--- src/rtl/bcd_to_bin_pkg.sv ---
// Shared BCD definitions for the binary/BCD converter pair: nibble width,
// digit limit and the converter FSM encoding.
package bcd_to_bin_pkg;

  localparam int NIBBLE_W  = 4;
  localparam int DIGIT_MAX = 9;

  typedef enum logic [1:0] {
    IDLE   = 2'd0,
    SHIFT  = 2'd1,
    FINISH = 2'd2
  } conv_state_t;

  function automatic logic digit_ok(input logic [NIBBLE_W-1:0] digit);
    return digit <= NIBBLE_W'(DIGIT_MAX);
  endfunction

endpackage

--- src/rtl/bcd_nibble_corr.sv ---
// Reverse double-dabble correction for one BCD nibble: after a right shift a
// nibble holding 8 or more has to be pulled back by 3.
module bcd_nibble_corr
  import bcd_to_bin_pkg::*;
(
  input  logic [NIBBLE_W-1:0] nibble,
  output logic [NIBBLE_W-1:0] corrected
);

  assign corrected = (nibble >= NIBBLE_W'(8)) ? nibble - NIBBLE_W'(3) : nibble;

endmodule

--- src/rtl/bcd_to_bin.sv ---
// Sequential BCD-to-binary converter (reverse double-dabble), one bit per
// clock, with an error short-cut for non-decimal digits.
module bcd_to_bin
  import bcd_to_bin_pkg::*;
#(
  parameter int N_DIGITS = 3,
  parameter int BIN_W    = 10
) (
  input  logic             clk,
  input  logic             reset,
  input  logic [3:0]       cent,
  input  logic [3:0]       dec,
  input  logic [3:0]       un,
  input  logic             start,
  output logic [BIN_W-1:0] bin,
  output logic             busy,
  output logic             done,
  output logic             err
);

  localparam int BCD_W = N_DIGITS * NIBBLE_W;
  localparam int CNT_W = $clog2(BIN_W + 1);

  conv_state_t state_q, state_d;
  logic [BCD_W-1:0]       bcd_q, bcd_d, bcd_corr;
  logic [BIN_W-1:0]       acc_q, acc_d;
  logic [CNT_W-1:0]       cnt_q, cnt_d;
  logic                   bad_q, bad_d;
  logic [BIN_W-1:0]       bin_q, bin_d;
  logic                   err_q, err_d;
  logic                   done_q, done_d;
  logic [BCD_W+BIN_W-1:0] pair_shift;
  logic                   digits_ok;

  assign digits_ok  = digit_ok(cent) && digit_ok(dec) && digit_ok(un);
  assign pair_shift = {bcd_q, acc_q} >> 1;

  for (genvar g = 0; g < N_DIGITS; g++) begin : g_corr
    bcd_nibble_corr u_corr (
      .nibble    (pair_shift[BIN_W + g*NIBBLE_W +: NIBBLE_W]),
      .corrected (bcd_corr[g*NIBBLE_W +: NIBBLE_W])
    );
  end

  // NOTE: every next-state variable takes its hold value first, so no path
  // through the case below can leave one unassigned and infer a latch.
  always_comb begin
    state_d = state_q;
    bcd_d   = bcd_q;
    acc_d   = acc_q;
    cnt_d   = cnt_q;
    bad_d   = bad_q;
    bin_d   = bin_q;
    err_d   = err_q;
    done_d  = 1'b0;
    case (state_q)
      IDLE: begin
        if (start) begin
          bcd_d   = BCD_W'({cent, dec, un});
          acc_d   = '0;
          cnt_d   = '0;
          bad_d   = !digits_ok;
          state_d = digits_ok ? SHIFT : FINISH;
        end
      end
      SHIFT: begin
        bcd_d = bcd_corr;
        acc_d = pair_shift[BIN_W-1:0];
        cnt_d = cnt_q + CNT_W'(1);
        if (cnt_q == CNT_W'(BIN_W - 1)) state_d = FINISH;
      end
      FINISH: begin
        // A rejected request still reports through the same path, with bin=0.
        bin_d   = bad_q ? '0 : acc_q;
        err_d   = bad_q;
        done_d  = 1'b1;
        state_d = IDLE;
      end
      default: state_d = IDLE;
    endcase
  end

  // NOTE: the datapath registers are reset along with the control state so a
  // mid-conversion reset leaves no stale partial result anywhere.
  always_ff @(posedge clk or negedge reset) begin
    if (!reset) begin
      state_q <= IDLE;
      bcd_q   <= '0;
      acc_q   <= '0;
      cnt_q   <= '0;
      bad_q   <= 1'b0;
      bin_q   <= '0;
      err_q   <= 1'b0;
      done_q  <= 1'b0;
    end else begin
      // NOTE: non-blocking assignments so every register samples pre-edge values.
      state_q <= state_d;
      bcd_q   <= bcd_d;
      acc_q   <= acc_d;
      cnt_q   <= cnt_d;
      bad_q   <= bad_d;
      bin_q   <= bin_d;
      err_q   <= err_d;
      done_q  <= done_d;
    end
  end

  // busy spans the done cycle too, giving BIN_W+2 busy cycles per conversion.
  assign busy = (state_q != IDLE) || done_q;
  assign bin  = bin_q;
  assign done = done_q;
  assign err  = err_q;

endmodule

--- config.mk ---
export PLATFORM = sky130hd
export DESIGN_NAME = bcd_to_bin
export DESIGN_NICKNAME = d
export VERILOG_FILES = /design/src/rtl/bcd_to_bin_pkg.sv /design/src/rtl/bcd_nibble_corr.sv /design/src/rtl/bcd_to_bin.sv
export SDC_FILE = /design/constraint.sdc
export NUM_CORES = 1
export LEC_CHECK = 0
export ABC_AREA = 1
export ABC_CLOCK_PERIOD_IN_PS = 1280
export CAP_MARGIN = 10
export CORE_MARGIN = 2
export CORE_UTILIZATION = 35
export CTS_CLUSTER_DIAMETER = 40
export DETAILED_ROUTE_END_ITERATION = 10
export HOLD_SLACK_MARGIN = 0.06
export PLACE_DENSITY = 0.59
export SLEW_MARGIN = 20
export SYNTH_ARGS = -nofsm -noshare
export SYNTH_HDL_FRONTEND = slang
export SYNTH_SLANG_ARGS = --single-unit
--- constraint.sdc ---
create_clock -name clk -period 1.28 [get_ports clk]
set_input_delay 0.32 -clock clk [delete_from_list [all_inputs] [get_ports clk]]
set_output_delay 0.32 -clock clk [all_outputs]
set_load 0.02 [all_outputs]
# Word-level counts from Yosys, hierarchy flattened
# Cells that the tools add are included.
[word_totals]
regBits = 41
output_inout_bits = 13
in_bits = 15
[classes]
n_eq_ne = 5
n_reduce_logical = 10
muxes = 15
magnitude_cmp = 6
addsub = 4
[op_table]
columns = ["op", "n"]
rows = [
  ["$pmux 12 s2", 1],
  ["$mux 10", 2],
  ["$pmux 10 s2", 1],
  ["$mux 4", 4],
  ["$le 4x4->1 const B", 3],
  ["$mux 12", 1],
  ["$ge 4x4->1 const B", 2],
  ["$pmux 4 s2", 1],
  ["$sub 4x2->4 const B", 2],
  ["$mux 2", 3],
  ["$reduce_and 2->1", 3],
  ["$add 4x1->4 const B", 1],
  ["$eq 4x4->1 const B", 1],
  ["$ge 3x4->1 const B", 1],
  ["$ne 2x2->1 const B", 2],
  ["$pmux 2 s2", 1],
  ["$reduce_bool 2->1", 2],
  ["$sub 3x2->4 const B", 1],
  ["$eq 2x1->1 const B", 1],
  ["$eq 2x2->1 const B", 1],
  ["$logic_and 1x1->1", 2],
  ["$logic_not 2->1", 1],
  ["$logic_not 1->1", 1],
  ["$logic_or 1x1->1", 1],
  ["$mux 1", 1],
]

# Longest topological paths before layout
# Gate-level depths: netlist (run 1).
[logic_depth]
word_depth = 6
ltp_mapped = 8
depth_no_buf = 6

# By module
# A second synthesis (run 1) with hierarchy kept.
[unflattened]
hier_cells = 228
hier_area_um2 = 1994.4
[by_module_without_submodules]
columns = ["mod", "cells_each", "seq_area_each_um2", "n_inst", "area_per_inst_um2"]
rows = [
  ["bcd_to_bin", 180, 1026.0, 1, 1727.9],
  ["bcd_nibble_corr", 16, 0.0, 3, 88.8],
]

# Least setup slack after synthesis (run 1)
# No wires, ideal clock.
[synth_path]
path_type = "flip-flop to flip-flop"
startpoint = "reg state_q[0]"
endpoint = "reg err_q (netlist: err)"
path_stages_with_launch = 7
slack_ps = 62
synth_period_minus_slack_ps = 1218
n_path_buf = 2
t_arrival_ps = 1099
path_cell_list = "dfrtp_1 -> buf_4 -> nor2_4 -> inv_1 -> or2_1 -> buf_6 -> o21a_1"
[synth_via]
elab_chain_cells = 1
[synth_rtl]
columns = ["element", "line", "source"]
rows = [
  ["start, declared", "bcd_to_bin.sv:24", "conv_state_t state_q, state_d;"],
  ["start signal, assigned", "bcd_to_bin.sv:97", "state_q <= state_d;"],
  ["$eq 2x2->1", "bcd_to_bin.sv:56", "case (state_q)"],
  ["end signal, assigned", "bcd_to_bin.sv:103", "err_q <= err_d;"],
  ["end, declared", "bcd_to_bin.sv:30", "logic err_q, err_d;"],
]
# No other way between the ends.
# A chain may end at the register's enable or synchronous reset.

# Final worst setup path (run 1)
[layout_path]
startpoint = "reg state_q[1]"
endpoint = "out busy"
[layout_via]
elab_chain_cells = 2
[layout_rtl]
columns = ["element", "line", "source"]
rows = [
  ["$reduce_bool 2->1", "bcd_to_bin.sv:109", "assign busy = (state_q != IDLE) || done_q;"],
  ["$logic_or 1x1->1", "bcd_to_bin.sv:109", ""],
  ["end, declared", "bcd_to_bin.sv:16", "output logic busy,"],
]
# No other way between the ends.

==> flow_summary.json, run 1 <==
{
  "combPwrFrac": 0.447,
  "vias": 1527,
  "grt_max_degree": 42,
  "area_delta_synth_final_pct": 34.71,
  "worstPathRequired_ns": 0.96,
  "tightest_slew_ns": 0.2470,
  "clock_latency_ns": 0.30,
  "hold_viol": 0,
  "netlist_area_sq_um": 1882,
  "cts_max_level": 2,
  "nNetsFinal": 279,
  "fp.dieW_um": 77.33,
  "hold_path_class": "reg -> reg",
  "ys_warn_count": 0,
  "fin_crit_sh": 1.079,
  "grt_overflow": 0,
  "stdcell_area_sq_um": 2535,
  "ys_seq_area_frac": 0.5452,
  "cts_sinks": 41,
  "cts_buffer_depth": 2,
  "ys_ff_latch": 41,
  "io_buffers": 27,
  "num-fill-cells": 522,
  "violations": "setup timing",
  "hpwl_um": 2861,
  "power_density_nw_per_um2": 2129,
  "final.setup.tns_ns": -1.220,
  "core_area_sq_um": 5140,
  "root_buffer": "clkbuf_8",
  "track_usage": 0.1532,
  "cts_tree": "yes",
  "power_switching_mw": 2.037,
  "slew_headroom": 0.8336,
  "place_inst": 317,
  "ant_nets": 0,
  "p_total_mw": 5.397,
  "setup_ws_ns": -0.1012,
  "grt_setup_unrepaired": "yes",
  "startpoint_type": "flop",
  "slew_viol_final": 0,
  "die_area_sq_um": 5979,
  "internal-power_mw": 3.361,
  "crit_type": "reg -> out",
  "switching_share": 0.3773,
  "wl_met2_um": 1990,
  "rr_startpoint": "state_q[0]",
  "initial_core_util": 0.3661,
  "status": "complete, but fails checks",
  "diodes": 0,
  "critical_path.max_fanout": 2,
  "min_from": "bin[6]",
  "fmax_mhz": 724.0,
  "post-route-util": 0.4932,
  "final_cell_count_no_fill": 329,
  "die_h_um": 77.33,
  "syn_nets": 230,
  "viasPerCell": 4.641,
  "firstDrtPassIters": 4,
  "fin_skew_ns": 0.005582,
  "pwr-share-seq": 0.353,
  "numCtsBuffers": 5,
  "rows": 26,
  "fin_crit_ns": 1.381,
  "clkSlewWorstSetupHoldPaths_ns": 0.08,
  "avgSynthCellArea_sq_um": 9.004,
  "cp-startpoint": "state_q[1]",
  "num_io_pins": 28,
  "routed_wirelength_um": 4119,
  "power.leakage_nw": 1.212,
  "route.met3.wl_um": 104,
  "grt_pass1_vias": 1551,
  "drive_above_1_share": 0.2394,
  "vdd_ir_drop_max_v": 0.0009921,
  "syn_inst": 209,
  "place.gp.congestion": 0.7015,
  "maxUsedRoutingLayer": "met4",
  "antenna_found_initial": 0,
  "placed_area_sq_um": 2352,
  "synth_cell_types": 21,
  "wl_met1_um": 1944,
  "cap_violations": 0,
  "worst_setup_path_end_kind": "output pin",
  "drc": 0,
  "drtIter0Drc": 72,
  "grt_first_pass_wirelength_um": 7251,
  "critPathArrivalTime_ns": 1.06,
  "p_clk_frac": 0.200,
  "drt-wirelength-per-cell_um": 12.52,
  "finalSetupViolCount": 22
}
==> cell families after synthesis <==
group,Yosys count,synth area share
compound gates,44,0.1529
buf+inv,35,0.08045
xor+xnor,1,0.004655
flops,41,0.5452
fa+ha+maj,6,0.03989
simple gates,82,0.1769
==> final cells by class <==
type	instances	area (sq um)	area share
flip-flops and latches	41	1026	0.4047
multi-input cells	133	737.0	0.2907
repair buffers	50	461.7	0.1821
inverters	27	106.4	0.04195
well taps	70	87.58	0.03455
clock buffers	7	86.33	0.03406
clock inverters	1	30.03	0.01185
==> routing by layer <==
metal | GRT usage | vias up
met5 | 0 | -
met4 | 0.07500 | 0
met3 | 0.02588 | 7
met2 | 0.2409 | 25
met1 | 0.2047 | 727
li1 | - | 768
==> layout by cell type, fill, tap and decap left out, types with 9 or more instances in the layout <==
cell	Yosys	final
nand3_1	9	9
nand2_1	54	52
o22ai_1	15	14
inv_1	27	24
buf_2	4	10
clkdlybuf4s50_1	0	13
nor2_1	16	15
o21ai_2	9	9
buf_4	2	17
dfrtp_1	41	41
==> sequential cells by signal, indices dropped and copies added (netlist names) <==
| register | count |
|---|---|
| bin | 10 |
| state_q | 2 |
| acc_q | 10 |
| done | 1 |
| bad_q | 1 |
| err | 1 |
| cnt_q | 4 |
| bcd_q | 12 |
==> power by group through the flow <==
| stage | clock network (mW) | logic, mW | registers [mW] |
|---|---|---|---|
| global placement | 0 | 2.11 | 1.91 |
| detailed placement | 0 | 2.14 | 1.92 |
| global route | 1.17 | 2.68 | 1.97 |
| finish | 1.08 | 2.41 | 1.91 |
| CTS | 1.11 | 2.35 | 1.90 |
| floorplan | 0 | 1.28 | 1.92 |
==> repair_timing <==
action                     in CTS  in global routing
cloned                          1                  0
buffers inserted                1                  1
hold buffers                    1                  0
setup endpoints to repair      23                 43
pin swaps                       3                  2
resized for setup              48                 19
hold endpoints to repair       41                  0
==> synthesized netlist by cell type (all sizes together) <==
library cell,instances,area [sq um]
a21oi,4,20.02
buf,7,46.29
clkbuf,1,3.750
dfrtp,41,1026
ha,6,75.07
inv,27,101.4
nand2,54,202.7
nand3,9,45.04
nand3b,1,7.510
nor2,17,71.32
o211ai,5,37.54
o21a,1,7.510
o21ai,19,128.9
o22ai,15,93.84
or2,1,6.260
xnor2,1,8.760
==> final timing paths <==
kind	endpoint	slack [ns]	cells after the start
worst max register to register	bin[1]	-0.08	6
worst min-delay path	bin[6]	0.48	2
worst max-delay path	busy	-0.10	3
min in group asynchronous	bin[2]	0.51	3
max in group asynchronous	bin[6]	0.57	3
worst min register to register	bin[6]	0.48	2
==> worst max-delay path: stages, from the launching register on <==
cell	delay (ns)
dfrtp_1	0.41
nor2_4	0.15
nand2_2	0.07
buf_6	0.13
==> metrics by stage <==
step / hold slack [ns] / setup WS (ns)
global route: 0.5032 / -0.1607
CTS: 0.4870 / -0.1250
floorplan: 0.02441 / 0.06207
global placement: 0.3086 / -0.2191
finish: 0.4777 / -0.1012
detailed placement: 0.3099 / -0.2228
Power figures use the tool's default switching activity.
==> run 2, diff against run 1 <==
--- a/config.mk
+++ b/config.mk
@@ -14,6 +14,7 @@
 export DETAILED_ROUTE_END_ITERATION = 10
 export HOLD_SLACK_MARGIN = 0.06
 export PLACE_DENSITY = 0.59
+export REMOVE_ABC_BUFFERS = 1
 export SLEW_MARGIN = 20
 export SYNTH_ARGS = -nofsm -noshare
 export SYNTH_HDL_FRONTEND = slang
==> run 2 against run 1 <==
Against the previous run: combinational power down 4%; fmax up 3.3%; the run still ends with setup timing left; clock-buffer cell count unchanged; sequential power about the same; clock skew up 0.0036 ns; first-iteration DRC count down 8.3%; sequential share of layout area up 0.86 points.
==> flow_summary.json, run 2 (synthesis results as in run 1) <==
{
  "slew_viol_final": 0,
  "cap_violations": 0,
  "antenna_found_initial": 0,
  "place.gp.congestion": 0.7689,
  "cts_sinks": 41,
  "nNetsFinal": 277,
  "clkSlewWorstSetupHoldPaths_ns": 0.08,
  "fmax_mhz": 748.0,
  "grt_setup_unrepaired": "yes",
  "num-fill-cells": 542,
  "diodes": 0,
  "p_total_mw": 5.049,
  "hold_viol": 0,
  "critical_path.max_fanout": 2,
  "core_area_sq_um": 5140,
  "startpoint_type": "flop",
  "slew_headroom": 0.8201,
  "area_delta_synth_final_pct": 31.91,
  "whs_path_depth": 2,
  "clock_latency_ns": 0.29,
  "vias": 1487,
  "tightest_slew_ns": 0.2670,
  "worstPathRequired_ns": 0.96,
  "r2r_end": "err",
  "finalSetupViolCount": 2,
  "initial_core_util": 0.3661,
  "die_area_sq_um": 5979,
  "vdd_ir_drop_max_v": 0.001116,
  "mostFrequentLayoutCells": "nand2_1 (52), dfrtp_1 (41), inv_1 (22)",
  "drive_above_1_share": 0.2578,
  "worst_setup_path_end_kind": "output pin",
  "num_io_pins": 28,
  "reg2reg_depth": 6,
  "viasPerCell": 4.561,
  "place_inst": 317,
  "cts_max_level": 2,
  "grt_max_degree": 42,
  "grt_first_pass_wirelength_um": 6713,
  "hold_path_end": "bcd_q[0]",
  "firstDrtPassIters": 4,
  "numCtsBuffers": 5,
  "fin_crit_ns": 1.337,
  "rrSetupSlack_ns": -0.03,
  "status": "complete, but fails checks",
  "dp_slack_ns": -0.1927,
  "drc": 0,
  "root_buffer": "clkbuf_8",
  "largest_reg_flops": 12,
  "regMostFlops": "bcd_q",
  "crit_type": "reg -> out",
  "track_usage": 0.1421,
  "ant_nets": 0,
  "rows": 26,
  "violations": "setup timing",
  "hold_path_class": "reg -> reg",
  "rr_startpoint": "state_q[0]",
  "hpwl_um": 2735,
  "fp.dieW_um": 77.33,
  "grt_overflow": 0,
  "fin_crit_sh": 1.044,
  "fin_skew_ns": 0.009157,
  "routed_wirelength_um": 3830,
  "io_buffers": 27,
  "power_density_nw_per_um2": 2034,
  "final_common_cell": "nand2_1",
  "critPathArrivalTime_ns": 1.02,
  "min_from": "bcd_q[0]",
  "cts_tree": "yes",
  "setup_ws_ns": -0.05687,
  "final_cell_count_no_fill": 326,
  "drtIter0Drc": 66,
  "cts_buffer_depth": 2,
  "die_h_um": 77.33,
  "drt-wirelength-per-cell_um": 11.75,
  "grt_pass1_vias": 1467,
  "power.leakage_nw": 1.174
}
-- run 2: changes by cell type in the layout (fill, tap and decap cells not counted), sizes merged --
cell,change
clkdlybuf4s15,+1
clkbuf,+2
bufinv,-1
buf,-5
-- run 2: stage by stage --
step                hold slack (ns)  TNS [ns]    util  instance area (sq um)
finish                       0.4794  -0.08309  0.4830                   2482
global route                 0.5033   -0.7337  0.4830                   2482
CTS                          0.4869   -0.2029  0.4800                   2467
detailed placement           0.3110    -3.809  0.4552                   2340
global placement             0.3089    -3.184  0.4552                   2340
floorplan                   0.02441    -7.555       -                   1832
-- run 2: worst max-delay path by stage --
stage	start	endpoint	slack, ns
6_report	state_q[1]	busy	-0.06
5_1_grt	state_q[1]	busy	-0.14
4_1_cts	state_q[0]	busy	-0.08
3_5_place_dp	start	bcd_q[0]	-0.19
3_3_place_gp	state_q[1]	busy	-0.18
2_1_floorplan	state_q[0]	bcd_q[4]	-0.36
-- run 2: layout make-up --
class / count / area [sq um] / share of cell area
Timing Repair Buffer: 48 / 426.7 / 0.1719
Clock buffer: 7 / 86.33 / 0.03478
Multi-Input combinational cell: 133 / 752.0 / 0.3029
Inverter: 27 / 103.9 / 0.04183
Tap cell: 70 / 87.58 / 0.03528
Sequential cell: 41 / 1026 / 0.4133
-- run 2: critical path, stage by stage, from the launching register on --
cell and delay (ns):
dfrtp_1 0.39, nor2_2 0.13, nand2_1 0.08, buf_6 0.13
-- run 2: metal layers --
layer / track usage / routed length, um / vias to the layer above
met1: 0.2018 / 1933 / 689
met5: 0 / 0 / -
met3: 0.03412 / 176 / 4
met2: 0.2070 / 1673 / 27
met4: 0.05893 / 46 / 0
li1: - / - / 767
-- run 2: power breakdown --
group          internal (mW)  total [mW]  leakage [nW]  switching (mW)
combinational           1.01        2.32         0.594            1.30
clock                  0.428       0.838        0.0443           0.411
sequential              1.64        1.89         0.536           0.253
total                   3.08        5.05          1.17            1.97
-- run 2: timing repair --
| item | in CTS | in global routing |
|---|---|---|
| resized for setup | 43 | 31 |
| pin swaps | 2 | 5 |
| hold endpoints to repair | 41 | 0 |
| buffers inserted | 1 | 0 |
| hold buffers | 1 | 0 |
| setup endpoints to repair | 19 | 48 |
==> run 3, diff against run 2 <==
--- a/config.mk
+++ b/config.mk
@@ -5,7 +5,6 @@
 export SDC_FILE = /design/constraint.sdc
 export NUM_CORES = 1
 export LEC_CHECK = 0
-export ABC_AREA = 1
 export ABC_CLOCK_PERIOD_IN_PS = 1280
 export CAP_MARGIN = 10
 export CORE_MARGIN = 2
==> run 3 against run 2 <==
Against the previous run: the run still ends with setup timing left; combinational power fell by 12%; synthesized cell count fell by 14%; clock power rose by 49%; clock skew fell by 0.0027 ns; cell count fell by 8.3%; power rose by 3.3%; first-iteration DRC count fell by 15%; wire length rose by 4.3%; via count fell by 0.61%; setup slack got worse by 0.17 ns; critical path type unchanged.
==> flow_summary.json, run 3 <==
{
  "status": "complete, but fails checks",
  "violations": "setup timing",
  "crit_path_max_incr_delay_ns": 0.40,
  "root_buffer": "clkbuf_8",
  "vias": 1478,
  "final_common_cell": "dfrtp_1",
  "cts_tree": "yes",
  "slew_headroom": 0.7578,
  "async_reset_ff_frac": 1.000,
  "ys_seq_area_frac": 0.5388,
  "synth_edf_count": 0,
  "slew_viol_final": 0,
  "regMostFlops": "bcd_q",
  "clkSlewWorstSetupHoldPaths_ns": 0.08,
  "numCtsBuffers": 5,
  "avgSynthCellArea_sq_um": 10.64,
  "drc": 0,
  "cts_sinks": 41,
  "synth.area.top_cells": "dfrtp_1 (54%), a22o_1 (6.0%), o21ai_1 (4.7%)",
  "ant_nets": 0,
  "synth_cell_types": 36,
  "cts_max_level": 2,
  "startpoint_type": "flop",
  "grt_first_pass_wirelength_um": 6955,
  "rrSetupSlack_ns": -0.01,
  "worst_setup_path_end_kind": "output pin",
  "fp.dieW_um": 77.76,
  "rr_startpoint": "state_q[0]",
  "place.gp.congestion": 0.7742,
  "syn_inst": 179,
  "routed_wirelength_um": 3996,
  "crit_type": "reg -> out",
  "grt_pass1_vias": 1383,
  "firstDrtPassIters": 4,
  "multi_input_area_sq_um": 839.6,
  "power.leakage_nw": 1.180,
  "cp-startpoint": "state_q[1]",
  "hold_path_class": "reg -> reg",
  "seq_area_sq_um": 1026,
  "placed_area_sq_um": 2396,
  "crit_path_end": "busy",
  "nNetsFinal": 249,
  "drive_above_1_share": 0.2489,
  "power_density_nw_per_um2": 2048,
  "ys.flop_type": "dfrtp_1",
  "fmax_mhz": 661.8,
  "largest_reg_flops": 12,
  "synth_most_common_cell": "dfrtp_1",
  "cap_violations": 0,
  "hold_viol": 0,
  "die_area_sq_um": 6047,
  "grt_overflow": 0,
  "core_area_sq_um": 5172,
  "grt_max_degree": 42,
  "cp.buffers_inverters": 1,
  "area_delta_synth_final_pct": 33.71,
  "drt-wirelength-per-cell_um": 13.36,
  "tightest_slew_ns": 0.3595,
  "synth.largest_area_cell": "dfrtp_1",
  "cp_slowest_cell": "dfrtp_1",
  "ys_warn_count": 0,
  "critical_path.top_delay_family": "flip-flops",
  "antenna_found_initial": 0,
  "vdd_ir_drop_max_v": 0.001066,
  "critical_path.max_fanout": 2,
  "initial_core_util": 0.3682,
  "fin_skew_ns": 0.006423,
  "track_usage": 0.1458,
  "netlist_area_sq_um": 1904,
  "critPathArrivalTime_ns": 1.19,
  "r2r_end": "acc_q[5]",
  "cts_buffer_depth": 2,
  "diodes": 0,
  "clock_latency_ns": 0.29,
  "crit_cells": 2,
  "num-fill-cells": 498,
  "synthTopCellsByCount": "dfrtp_1 (41), o21ai_1 (18), nand2_1 (17)",
  "synth_top_area_frac": 0.5388,
  "rows": 26,
  "mostFrequentLayoutCells": "dfrtp_1 (41), buf_4 (21), o21ai_1 (18)",
  "hpwl_um": 2775,
  "worstPathRequired_ns": 0.96,
  "finalSetupViolCount": 5,
  "drtIter0Drc": 56,
  "grt_setup_unrepaired": "yes",
  "num_io_pins": 28,
  "io_buffers": 27,
  "stdcell_area_sq_um": 2546,
  "setup_ws_ns": -0.2309,
  "reg2reg_depth": 4,
  "ys_ff_latch": 41,
  "fin_crit_sh": 1.180,
  "viasPerCell": 4.943,
  "crit_chain": "or3_4 -> buf_6",
  "fin_crit_ns": 1.511,
  "die_h_um": 77.76,
  "dp_slack_ns": -0.3701
}
## run 3: changes by cell type after synthesis, sizes merged, moves of 3 or more
cell,previous run,this run
nor2,17,5
nor2b,0,3
o211ai,5,0
nand3,9,2
inv,27,9
a32oi,0,3
a22o,0,13
mux2i,0,4
nand2b,0,13
nand2,54,18
o22ai,15,3
## run 3: through the flow
| stage | power [mW] | TNS, ns | hold slack (ns) | std cells | util |
|---|---|---|---|---|---|
| 3_3_place_gp | 3.867 | -7.001 | 0.3130 | 289 | 0.4632 |
| 5_1_grt | 5.597 | -1.444 | 0.5014 | 299 | 0.4923 |
| 4_1_cts | 5.199 | -0.3986 | 0.4883 | 298 | 0.4976 |
| 3_5_place_dp | 3.892 | -7.611 | 0.3101 | 289 | 0.4632 |
| 2_1_floorplan | 3.050 | -4.564 | 0.02441 | 169 | - |
| 6_report | 5.214 | -0.2460 | 0.4827 | 299 | 0.4923 |
## run 3: cell families after synthesis
kind of cell	synth area share
adder cells (fa/ha/maj)	0.03942
AND/OR/NAND/NOR	0.1294
buffers and inverters	0.04205
AO/OA/AOI/OAI	0.2050
XOR/XNOR	0.01840
multiplexers	0.02694
flip-flops	0.5388
## run 3: worst min-delay path by stage
stage / cells past startpoint / end / slack [ns] / start
finish: 2 / bin[2] / 0.48 / bin[2]
global route: 1 / cnt_q[3] / 0.50 / cnt_q[3]
CTS: 1 / bcd_q[0] / 0.49 / bcd_q[0]
detailed placement: 2 / bin[8] / 0.31 / reset
global placement: 2 / bin[8] / 0.31 / reset
floorplan: 0 / acc_q[0] / 0.02 / reset
## run 3: repair_timing
item | CTS | global route
hold endpoints to repair | 41 | 0
endpoints found under the setup margin | 31 | 47
buffers inserted | 1 | 2
resized for setup | 44 | 18
hold buffers | 1 | 0
pin swaps | 0 | 2
## run 3: layout make-up
type                       instances  area share
clock inverter                     3     0.02703
timing repair buffer              52      0.1656
sequential                        41      0.4029
tap                               70     0.03440
clock buffer                       5     0.02703
inverter                           9     0.01327
multi-input combinational        119      0.3297
## run 3: where the power goes
group / internal, mW / switching [mW] / leakage, nW / total (mW)
clock: 0.785 / 0.463 / 0.0687 / 1.25
sequential: 1.62 / 0.314 / 0.540 / 1.93
combinational: 1.00 / 1.03 / 0.571 / 2.03
total: 3.41 / 1.81 / 1.18 / 5.21
## run 3: metal layers
metal	track usage	part of all wire	routed length, um	vias to the layer above
met5	0	0	0	-
li1	-	-	-	733
met3	0.03605	0.038	153	8
met4	0.05000	0.013	52	0
met2	0.2241	0.48	1909	34
met1	0.1999	0.47	1881	703
## run 3: worst min-delay path, cell delays in order (launching register included)
cell,delay (ns)
dfrtp_1,0.34
nand2_1,0.05
o21ai_1,0.06
